`config.mk`:
```
export PLATFORM = sky130hd
export DESIGN_NAME = nibble_logic_sequencer_flat
export DESIGN_NICKNAME = d
export VERILOG_FILES = /design/src/rtl/nibble_logic_sequencer_if.sv /design/src/rtl/nibble_logic_sequencer.sv /design/src/flat_wrapper.sv
export SDC_FILE = /design/constraint.sdc
export NUM_CORES = 1
export LEC_CHECK = 0
export ABC_AREA = 0
export CORE_MARGIN = 1.5
export CORE_UTILIZATION = 40
export DETAILED_ROUTE_END_ITERATION = 8
export GPL_TIMING_DRIVEN = 0
export PLACE_DENSITY = 0.69
export SETUP_SLACK_MARGIN = 0.5
export SYNTH_ARGS = -nofsm -noshare
export SYNTH_HDL_FRONTEND = slang
export SYNTH_SLANG_ARGS = --single-unit
```
`constraint.sdc`:
```
create_clock -name clk -period 1.9 [get_ports clk]
set_input_delay 0.38 -clock clk [delete_from_list [all_inputs] [get_ports clk]]
set_output_delay 0.38 -clock clk [all_outputs]
set_load 0.005 [all_outputs]
```
`src/rtl/nibble_logic_sequencer_if.sv`:
```
// -----------------------------------------------------------------------------
// nibble_logic_sequencer_if
// Groups the request/response bus of the nibble logic sequencer.
//   master : requester side. Drives start_valid/op/x/b and done_ready.
//   slave  : sequencer side. Drives start_ready/result/done_valid/busy/zero.
// Signals:
//   start_valid / start_ready : request handshake
//   op                        : 00 AND, 01 OR, 10 XOR, 11 XNOR
//   x, b                      : DATA_W-bit operands
//   result                    : DATA_W-bit assembled result
//   done_valid / done_ready   : result handshake
//   busy                      : high while nibbles are being processed
//   zero                      : result==0 flag (optional feature)
// -----------------------------------------------------------------------------
interface nibble_logic_sequencer_if #(
    parameter int DATA_W = 32
);
    logic              start_valid;
    logic              start_ready;
    logic [1:0]        op;
    logic [DATA_W-1:0] x;
    logic [DATA_W-1:0] b;
    logic [DATA_W-1:0] result;
    logic              done_valid;
    logic              done_ready;
    logic              busy;
    logic              zero;

    modport master (
        output start_valid, op, x, b, done_ready,
        input  start_ready, result, done_valid, busy, zero
    );

    modport slave (
        input  start_valid, op, x, b, done_ready,
        output start_ready, result, done_valid, busy, zero
    );
endinterface

```
`src/rtl/nibble_logic_sequencer.sv`:
```
// -----------------------------------------------------------------------------
// nibble_logic_sequencer
// Time-shares one SLICE_W-bit AND/OR/XOR/XNOR slice across all nibbles of
// DATA_W-bit operands. A request is accepted in IDLE, one nibble per clock is
// computed LSB first in RUN, and the assembled result is offered in DONE until
// the consumer takes it.
// Ports:
//   clk   : single clock, rising edge
//   rst_n : synchronous reset, active low; aborts any run, result cleared
//   bus   : nibble_logic_sequencer_if.slave (request/result handshakes,
//           busy, zero)
// Configuration:
//   NIBBLE_SEQ_ZERO_FLAG_EN : when defined, zero is a registered flag set on
//   DONE entry to (final result==0), cleared on reset and on entry to IDLE.
//   When undefined, zero is tied to 0.
// -----------------------------------------------------------------------------
module nibble_logic_sequencer #(
    parameter int DATA_W  = 32,
    parameter int SLICE_W = 4
) (
    input logic                     clk,
    input logic                     rst_n,
    nibble_logic_sequencer_if.slave bus
);
    localparam int STEPS = DATA_W / SLICE_W;
    localparam int CNT_W = (STEPS > 1) ? $clog2(STEPS) : 1;
    localparam logic [CNT_W-1:0] LAST_CNT = CNT_W'(STEPS - 1);

    typedef enum logic [1:0] {
        IDLE = 2'b00,
        RUN  = 2'b01,
        DONE = 2'b10
    } state_t;

    state_t            state_r;
    state_t            state_s;
    logic [CNT_W-1:0]  cnt_r;
    logic [1:0]        op_r;
    logic [DATA_W-1:0] x_r;
    logic [DATA_W-1:0] b_r;
    logic [DATA_W-1:0] result_r;
    logic [DATA_W-1:0] result_next_s;
    logic              last_step_s;

    // The shared logic slice.
    function automatic logic [SLICE_W-1:0] slice_f(
        input logic [1:0]         o,
        input logic [SLICE_W-1:0] a,
        input logic [SLICE_W-1:0] c
    );
        logic [SLICE_W-1:0] r;
        case (o)
            2'b00:   r = a & c;
            2'b01:   r = a | c;
            2'b10:   r = a ^ c;
            2'b11:   r = ~(a ^ c);
            default: r = {SLICE_W{1'b0}};
        endcase
        return r;
    endfunction

    // Result with the nibble selected by cnt replaced by the slice output.
    always_comb begin
        result_next_s = result_r;
        for (int k = 0; k < STEPS; k++) begin
            if (cnt_r == CNT_W'(k)) begin
                result_next_s[k*SLICE_W +: SLICE_W] =
                    slice_f(op_r, x_r[k*SLICE_W +: SLICE_W], b_r[k*SLICE_W +: SLICE_W]);
            end else begin
                result_next_s[k*SLICE_W +: SLICE_W] = result_r[k*SLICE_W +: SLICE_W];
            end
        end
    end

    assign last_step_s = (cnt_r == LAST_CNT);

    // Next-state logic.
    always_comb begin
        state_s = state_r;
        case (state_r)
            IDLE: begin
                if (bus.start_valid) begin
                    state_s = RUN;
                end else begin
                    state_s = IDLE;
                end
            end
            RUN: begin
                if (last_step_s) begin
                    state_s = DONE;
                end else begin
                    state_s = RUN;
                end
            end
            DONE: begin
                if (bus.done_ready) begin
                    state_s = IDLE;
                end else begin
                    state_s = DONE;
                end
            end
            default: state_s = IDLE;
        endcase
    end

    // State register.
    always_ff @(posedge clk) begin
        if (!rst_n) begin
            state_r <= IDLE;
        end else begin
            state_r <= state_s;
        end
    end

    // Operand latch, nibble counter and result accumulation.
    always_ff @(posedge clk) begin
        if (!rst_n) begin
            cnt_r    <= {CNT_W{1'b0}};
            op_r     <= 2'b00;
            x_r      <= {DATA_W{1'b0}};
            b_r      <= {DATA_W{1'b0}};
            result_r <= {DATA_W{1'b0}};
        end else begin
            case (state_r)
                IDLE: begin
                    if (bus.start_valid) begin
                        op_r     <= bus.op;
                        x_r      <= bus.x;
                        b_r      <= bus.b;
                        result_r <= {DATA_W{1'b0}};
                        cnt_r    <= {CNT_W{1'b0}};
                    end
                end
                RUN: begin
                    result_r <= result_next_s;
                    // Counter returns to 0 on the last nibble so it never wraps.
                    if (last_step_s) begin
                        cnt_r <= {CNT_W{1'b0}};
                    end else begin
                        cnt_r <= cnt_r + {{(CNT_W-1){1'b0}}, 1'b1};
                    end
                end
                default: begin
                    cnt_r <= cnt_r;
                end
            endcase
        end
    end

`ifdef NIBBLE_SEQ_ZERO_FLAG_EN
    logic zero_r;

    // Zero flag: evaluated on the final nibble write, cleared when leaving DONE.
    always_ff @(posedge clk) begin
        if (!rst_n) begin
            zero_r <= 1'b0;
        end else if ((state_r == RUN) && last_step_s) begin
            zero_r <= (result_next_s == {DATA_W{1'b0}});
        end else if ((state_r == DONE) && bus.done_ready) begin
            zero_r <= 1'b0;
        end
    end

    assign bus.zero = zero_r;
`else
    assign bus.zero = 1'b0;
`endif

    assign bus.start_ready = (state_r == IDLE);
    assign bus.busy        = (state_r == RUN);
    assign bus.done_valid  = (state_r == DONE);
    assign bus.result      = result_r;
endmodule
```
`src/flat_wrapper.sv`:
```
// flat-port wrapper written by rule: the top's interface ports become plain ports
module nibble_logic_sequencer_flat 
#(
    parameter int DATA_W  = 32,
    parameter int SLICE_W = 4
)
  (clk, rst_n, bus_start_valid, bus_op, bus_x, bus_b, bus_done_ready, bus_start_ready, bus_result, bus_done_valid, bus_busy, bus_zero);
  nibble_logic_sequencer_if #(.DATA_W(DATA_W)) bus_i ();
  input logic clk;
  input logic rst_n;
  input wire logic [$bits(bus_i.start_valid)-1:0] bus_start_valid;
  input wire logic [$bits(bus_i.op)-1:0] bus_op;
  input wire logic [$bits(bus_i.x)-1:0] bus_x;
  input wire logic [$bits(bus_i.b)-1:0] bus_b;
  input wire logic [$bits(bus_i.done_ready)-1:0] bus_done_ready;
  output wire logic [$bits(bus_i.start_ready)-1:0] bus_start_ready;
  output wire logic [$bits(bus_i.result)-1:0] bus_result;
  output wire logic [$bits(bus_i.done_valid)-1:0] bus_done_valid;
  output wire logic [$bits(bus_i.busy)-1:0] bus_busy;
  output wire logic [$bits(bus_i.zero)-1:0] bus_zero;
  assign bus_i.start_valid = bus_start_valid;
  assign bus_i.op = bus_op;
  assign bus_i.x = bus_x;
  assign bus_i.b = bus_b;
  assign bus_i.done_ready = bus_done_ready;
  assign bus_start_ready = bus_i.start_ready;
  assign bus_result = bus_i.result;
  assign bus_done_valid = bus_i.done_valid;
  assign bus_busy = bus_i.busy;
  assign bus_zero = bus_i.zero;
  nibble_logic_sequencer #(.DATA_W(DATA_W), .SLICE_W(SLICE_W)) u_core (.clk(clk), .rst_n(rst_n), .bus(bus_i));
endmodule
```
### Word-level counts from Yosys, hierarchy flattened

Cells that the tools add are included.

* add/subtract/negate cells: 1
* equality and inequality tests: 21
* multiplexer cells: 25
* bitwise logic cells: 32
* reduce and logical (&&, ||, !) cells: 14

Operators with widths (count)
* 4-bit one-hot mux with 4 select lines: 8
* 32-bit one-hot mux with 2 select lines: 1
* 4-bit AND: 8
* 32-bit two-way mux: 1
* 4-bit two-way mux: 8
* 4-bit inverter: 8
* 4-bit OR: 8
* 4-bit XOR: 8
* 3-bit AND reduction: 8
* 2-bit by 1-bit inequality test with 1-bit output (second input constant): 8
* 3-bit == test (second input constant): 4
* 2-bit == test (second input constant): 3
* 3-bit by 2-bit == test with 1-bit output (second input constant): 2
* 3-bit two-way mux: 2
* 2-bit one-hot mux with 3 select lines: 1
* 3-bit one-hot mux with 2 select lines: 1
* 2-bit by 1-bit == test with 1-bit output (second input constant): 2
* 2-bit logical NOT: 2
* 2-bit two-way mux: 2
* 2-bit AND reduction: 2
* 3-bit by 1-bit adder with 3-bit output (second input constant): 1
* 3-bit by 1-bit == test with 1-bit output (second input constant): 1
* 3-bit logical NOT: 1
* 2-bit inequality test (second input constant): 1
* 2 further kinds: 2

* register bits after elaboration: 103
* output and inout port bits: 36

### Logic depth before layout (Yosys ltp)

* depth after elaboration: 5
* depth in mapped cells: 7
* mapped depth without buffers: 6

### Worst setup path after synthesis

OpenSTA, ideal clock, no wires.

* path kind: register -> register
* start point: register u_core.state_r[0]
* end point: register u_core.result_r[2] (netlist: u_core.bus.result[2])
* library setup time: 0.120 ns
* data arrival time: 1.285 ns
* slack: 0.496 ns
* cell stages (with the launch flop): 7
* cell sequence: dfxtp_1 > or3b_1 > buf_2 > buf_6 > and2_1 > o21ai_1 > a21oi_1

* longest elaborated chain between the ends: 3
* elaborated cells on any way between the ends: 7
* classes of those cells: eq/ne: 3; mux: 1; reduce/logical: 3

Ends and longest elaborated chain
* start: declaration: line nibble_logic_sequencer.sv:35 `state_t state_r;`
* start signal: assignment: line nibble_logic_sequencer.sv:111 `state_r <= state_s;`
* 2-bit by 1-bit == test with 1-bit output or 2-bit logical NOT (tied branches): line nibble_logic_sequencer.sv:124 `case (state_r)`
* 2-bit by 1-bit inequality test with 1-bit output (no source line) (tied with other cells)
* 3-bit AND reduction (no source line)
* end signal: assignment: line nibble_logic_sequencer.sv:122 `result_r <= {DATA_W{1'b0}};`
* end signal: assignment: line nibble_logic_sequencer.sv:130 `result_r <= {DATA_W{1'b0}};`
* end signal: assignment: line nibble_logic_sequencer.sv:135 `result_r <= result_next_s;`
* end: declaration: line nibble_logic_sequencer.sv:41 `logic [DATA_W-1:0] result_r;`

Parallel ways exist; a longest one is shown, timed or not.
A chain may end at the register's enable or synchronous reset.

### Worst setup path in the final report

* start point: register u_core.state_r[1]
* end point: register u_core.result_r[6] (netlist: u_core.bus.result[6])

Same word-level chain as after synthesis.

==> impl_summary.md <==
Route
The count of nets left with antenna violations once routing finished came out at 0. Dividing the detail-routed wire length by the instance count gives 15.5 µm. For this run, the detailed router's first-pass iteration total came to 6. Across all layers, the routed design uses 5176 vias. The post-detailed-route DRC marker count is 6. The total detailed-routing wirelength is 16500 µm. After the first detailed-routing iteration, the DRC count stood at ~300.

The detailed-route vias per instance is 4.85.

STA
The actual slew at the worst max-slew pin is roughly 0.67 ns. The hold violation total from the final report is 0. The clock skew is 0.00517 ns. The setup TNS is 0 ns.

Once routing completed, OpenROAD measured the worst setup slack at 0.295 ns. The relative slew slack is 55.3%. Setup repair after global routing could not meet its margin everywhere. The number of slew-limit violations in the final report was 0. Derived from the worst setup path, the maximum achievable clock frequency is 0.623 GHz. The final number of setup-violating endpoints is 0. The final critical-path share of the clock period is between 80% and 90%. The final critical path time including I/O delays and setup is 1.60 ns.

Power and ir drop
The cell area power density is 662 nW/µm². The relative contribution of the clock network to total power is approximately 37%. Summed over all cells, the static leakage comes to roughly 0.0037 µW. The share of total power in sequential cells is 43.7%. The switching share of power is 27.1%.

Internal power comes to slightly below 4000 µW. The net switching component of the power is between 1000 and 1500 µW. The worst voltage drop across the vdd grid is 0.392 mV.

The logic gate share of total power is 19.6%. The total design power is 5360 µW.

Critical path
The worst setup path is of the register to register kind. The critical path launch point type is a register. The worst path arrival time is 1.83 ns.

STA classifies the critical path endpoint as a register. The data required time at the worst endpoint is around 2.1 ns. The maximum net fanout on the critical path is 6.

Floorplan
The number of placement rows is 44. The floorplan step defined a die boundary enclosing 15900 µm². The width of the die is 126 µm. The die height is 126 µm. The initial utilization of the core area, before any placement, comes to between 40% and 50%. The top-level port count is 106.

The area of the core is 14600 µm².

Logic synthesis
The number of nets in the synthesized netlist is between 800 and 900. The post-synthesis async set-or-reset flop share is 0%. The flip-flop and latch count after synthesis is around 100. The proportion of synthesized area in mux cells is around 1.5%. The synthesized netlist devotes 4.63% of its cell area to XOR and XNOR gates. Averaged over all synthesized cells, the footprint is about 8.1 µm². In this run, synthesis inferred 0 flip-flops with an integrated enable.

Synthesis instantiated 38 different standard cells from the library. By area, the combinational part of the netlist is dominated by compound AO/OA/AOI/OAI gates. The post-synthesis adder-cell area fraction is 14.7%. The cell area that synthesis handed to floorplanning was 6050 µm². The synthesized-area fraction occupied by ao, oa, aoi and oai cells is 17.9%. Of the total synthesized cell area, the portion taken by AND, OR, NAND and NOR gates is 16.9%.

For this run, the register share of the synthesized area comes to 34.1%. The most used flip-flop cell after synthesis is sky130_fd_sc_hd__dfxtp_1. The synthesized instance count is 746. The Yosys step of the flow raised 0 warnings.

GRT
Global routing consumed, over all layers together, 21.4% of the routing resources. The number of global-route vias before repair came to 5027. The remaining global-route overflow is 0. The largest net degree at the start of global routing is 16.

The initial antenna violation count is 0. The first global-routing pass estimated about 26000 µm of wire.

Run status
The final reports fail on DRC. The run finished, with violations left.

Finish
The summed area of non-filler cells in the final layout is just over 8000 µm². After the last flow step, the layout net total stands at 1020. The antenna diode count is 0.

The fill cell instance count of the final layout is 1369. The layout-stage area growth over the synthesis result is 34.0%. Of the cells placed in the final design, the portion with a size suffix greater than 1 is 16.0%.

Place
The weighted congestion at the end of routability-driven global placement is 0.782. Once detailed placement completed, the half-perimeter wirelength came to 12200 µm. The number of buffer cells added on primary ports is 103.

The post-detailed-placement cell area is 7310 µm². The worst slack at placement is -0.313 ns.

Clock network
TritonCTS built the clock tree. The maximum level of the CTS H-tree is 3. The post-CTS clock slew at the launch and capture registers of the worst setup and hold paths is around 0.07 ns. The clock passes through at most 2 buffers. After clock tree synthesis, the flow added hold-fix buffers numbering 0. The source-to-sink clock delay at the later pin of the worst-skew pair is 0.36 ns. The root cell of the clock tree is sky130_fd_sc_hd__clkbuf_16. TritonCTS created 9 clock buffers. The number of clock sinks seen by CTS is 103.

Flow run
The count of max-cap constraint violations is 0.

Min path
The classification of the worst-slack hold path is input port to register.
[routing by layer]
metal  vias to the layer above  share of wire, %  track usage, %
met5                         -                 0               0
met4                         0               1.5            5.34
met3                        15               5.0            4.29
met2                       120                46            35.4
met1                      2363                48            28.6
li1                       2678                 -               -
[path summary, 6_finish.rpt]
path | startpoint | to | slack, ns | cells past startpoint
min | rst_n | u_core.bus.result[10] | 0.42 | 3
max | u_core.state_r[1] | u_core.bus.result[6] | 0.30 | 7
max reg2reg | u_core.state_r[1] | u_core.bus.result[6] | 0.30 | 7
min reg2reg | u_core.bus.result[28] | u_core.bus.result[28] | 0.47 | 2
[Yosys cell counts (all sizes together) (2+ instances only)]
library cell / n / area [µm²]
inv: 81 / 304
o22ai: 12 / 75.1
nand2: 177 / 664
o211ai: 15 / 113
nor2: 10 / 37.5
a21oi: 29 / 156
and3: 6 / 42.5
nand3: 8 / 40.0
nor3: 2 / 10.0
and3b: 15 / 131
xor2: 24 / 210
clkbuf: 25 / 97.6
o21ai: 31 / 155
xnor2: 8 / 70.1
a211oi: 9 / 67.6
mux2i: 9 / 90.1
a21boi: 67 / 503
ha: 71 / 888
dfxtp: 103 / 2060
nor2b: 2 / 12.5
and2: 7 / 43.8
buf: 28 / 218
[layout make-up]
| class | count | area (µm²) | area share (%) |
|---|---|---|---|
| plain buffers | 53 | 415 | 5.13 |
| multi-input cells | 509 | 3510 | 43.3 |
| repair buffers | 122 | 1230 | 15.2 |
| inverters | 81 | 307 | 3.78 |
| clock inverters | 2 | 38.8 | 0.479 |
| clock buffers | 13 | 270 | 3.33 |
| well taps | 184 | 230 | 2.84 |
| flip-flops and latches | 103 | 2100 | 25.9 |
[power by group through the flow]
stage	clock network [µW]	registers [µW]	logic, µW
finish	1970	2340	1050
global route	2080	2360	1180
CTS	1990	2340	991
detailed placement	0	2390	933
global placement	0	2390	917
floorplan	0	2370	578
[repair_timing]
item	in CTS	in global routing
gates cloned	1	2
pin swaps	3	21
setup buffers	11	5
resized for setup	83	82
setup endpoints to repair	137	117
[sequential cells by signal, indices dropped and copies added (netlist names)]
| name | count |
|---|---|
| u_core.op_r | 2 |
| u_core.bus.result | 32 |
| u_core.cnt_r | 3 |
| u_core.x_r | 32 |
| u_core.state_r | 2 |
| u_core.b_r | 32 |
[worst max-delay path, cell delays in order, from the launching register on]
cell and delay, ns:
sky130_fd_sc_hd__dfxtp_4 0.36, sky130_fd_sc_hd__buf_6 0.12, sky130_fd_sc_hd__or3b_1 0.38, sky130_fd_sc_hd__buf_6 0.17
sky130_fd_sc_hd__buf_12 0.14, sky130_fd_sc_hd__and2_4 0.12, sky130_fd_sc_hd__o21ai_1 0.12, sky130_fd_sc_hd__a21oi_1 0.06
[cell usage in the layout, fill, tap and decap left out, types with 13 or more instances in the layout]
cell                                n
sky130_fd_sc_hd__nand2_1          173
sky130_fd_sc_hd__inv_1             80
sky130_fd_sc_hd__dfxtp_1           78
sky130_fd_sc_hd__ha_1              69
sky130_fd_sc_hd__clkdlybuf4s50_1   67
sky130_fd_sc_hd__a21boi_0          51
sky130_fd_sc_hd__o21ai_0           25
sky130_fd_sc_hd__xor2_1            24
sky130_fd_sc_hd__dfxtp_2           23
sky130_fd_sc_hd__dlygate4sd2_1     20
sky130_fd_sc_hd__a21oi_1           17
sky130_fd_sc_hd__buf_4             15
sky130_fd_sc_hd__a21boi_1          15
sky130_fd_sc_hd__o211ai_1          15
sky130_fd_sc_hd__and3b_1           15
sky130_fd_sc_hd__clkbuf_1          13
sky130_fd_sc_hd__dlymetal6s2s_1    13
[kinds of logic (layout without fill, tap and decap cells)]
| kind of cell | after synthesis | count (layout) |
|---|---|---|
| AO/OA/AOI/OAI | 165 | 165 |
| XOR/XNOR | 32 | 32 |
| adder cells (fa/ha/maj) | 71 | 71 |
| buffers and inverters | 134 | 271 |
| flip-flops | 103 | 103 |
| multiplexers | 9 | 9 |
| other | 1 | 1 |
| AND/OR/NAND/NOR | 231 | 231 |
[per-stage QoR]
stage | hold slack (ns) | util (%) | cells
after detailed placement | 0.468 | 49.9 | 1033
final | 0.422 | 55.3 | 1067
after global routing | 0.431 | 55.3 | 1067
after CTS | 0.405 | 53.3 | 1060
after global placement | 0.461 | 49.9 | 1033
after floorplan | 0.445 | - | 746
Note: power is estimated with default switching activity, not from simulation.
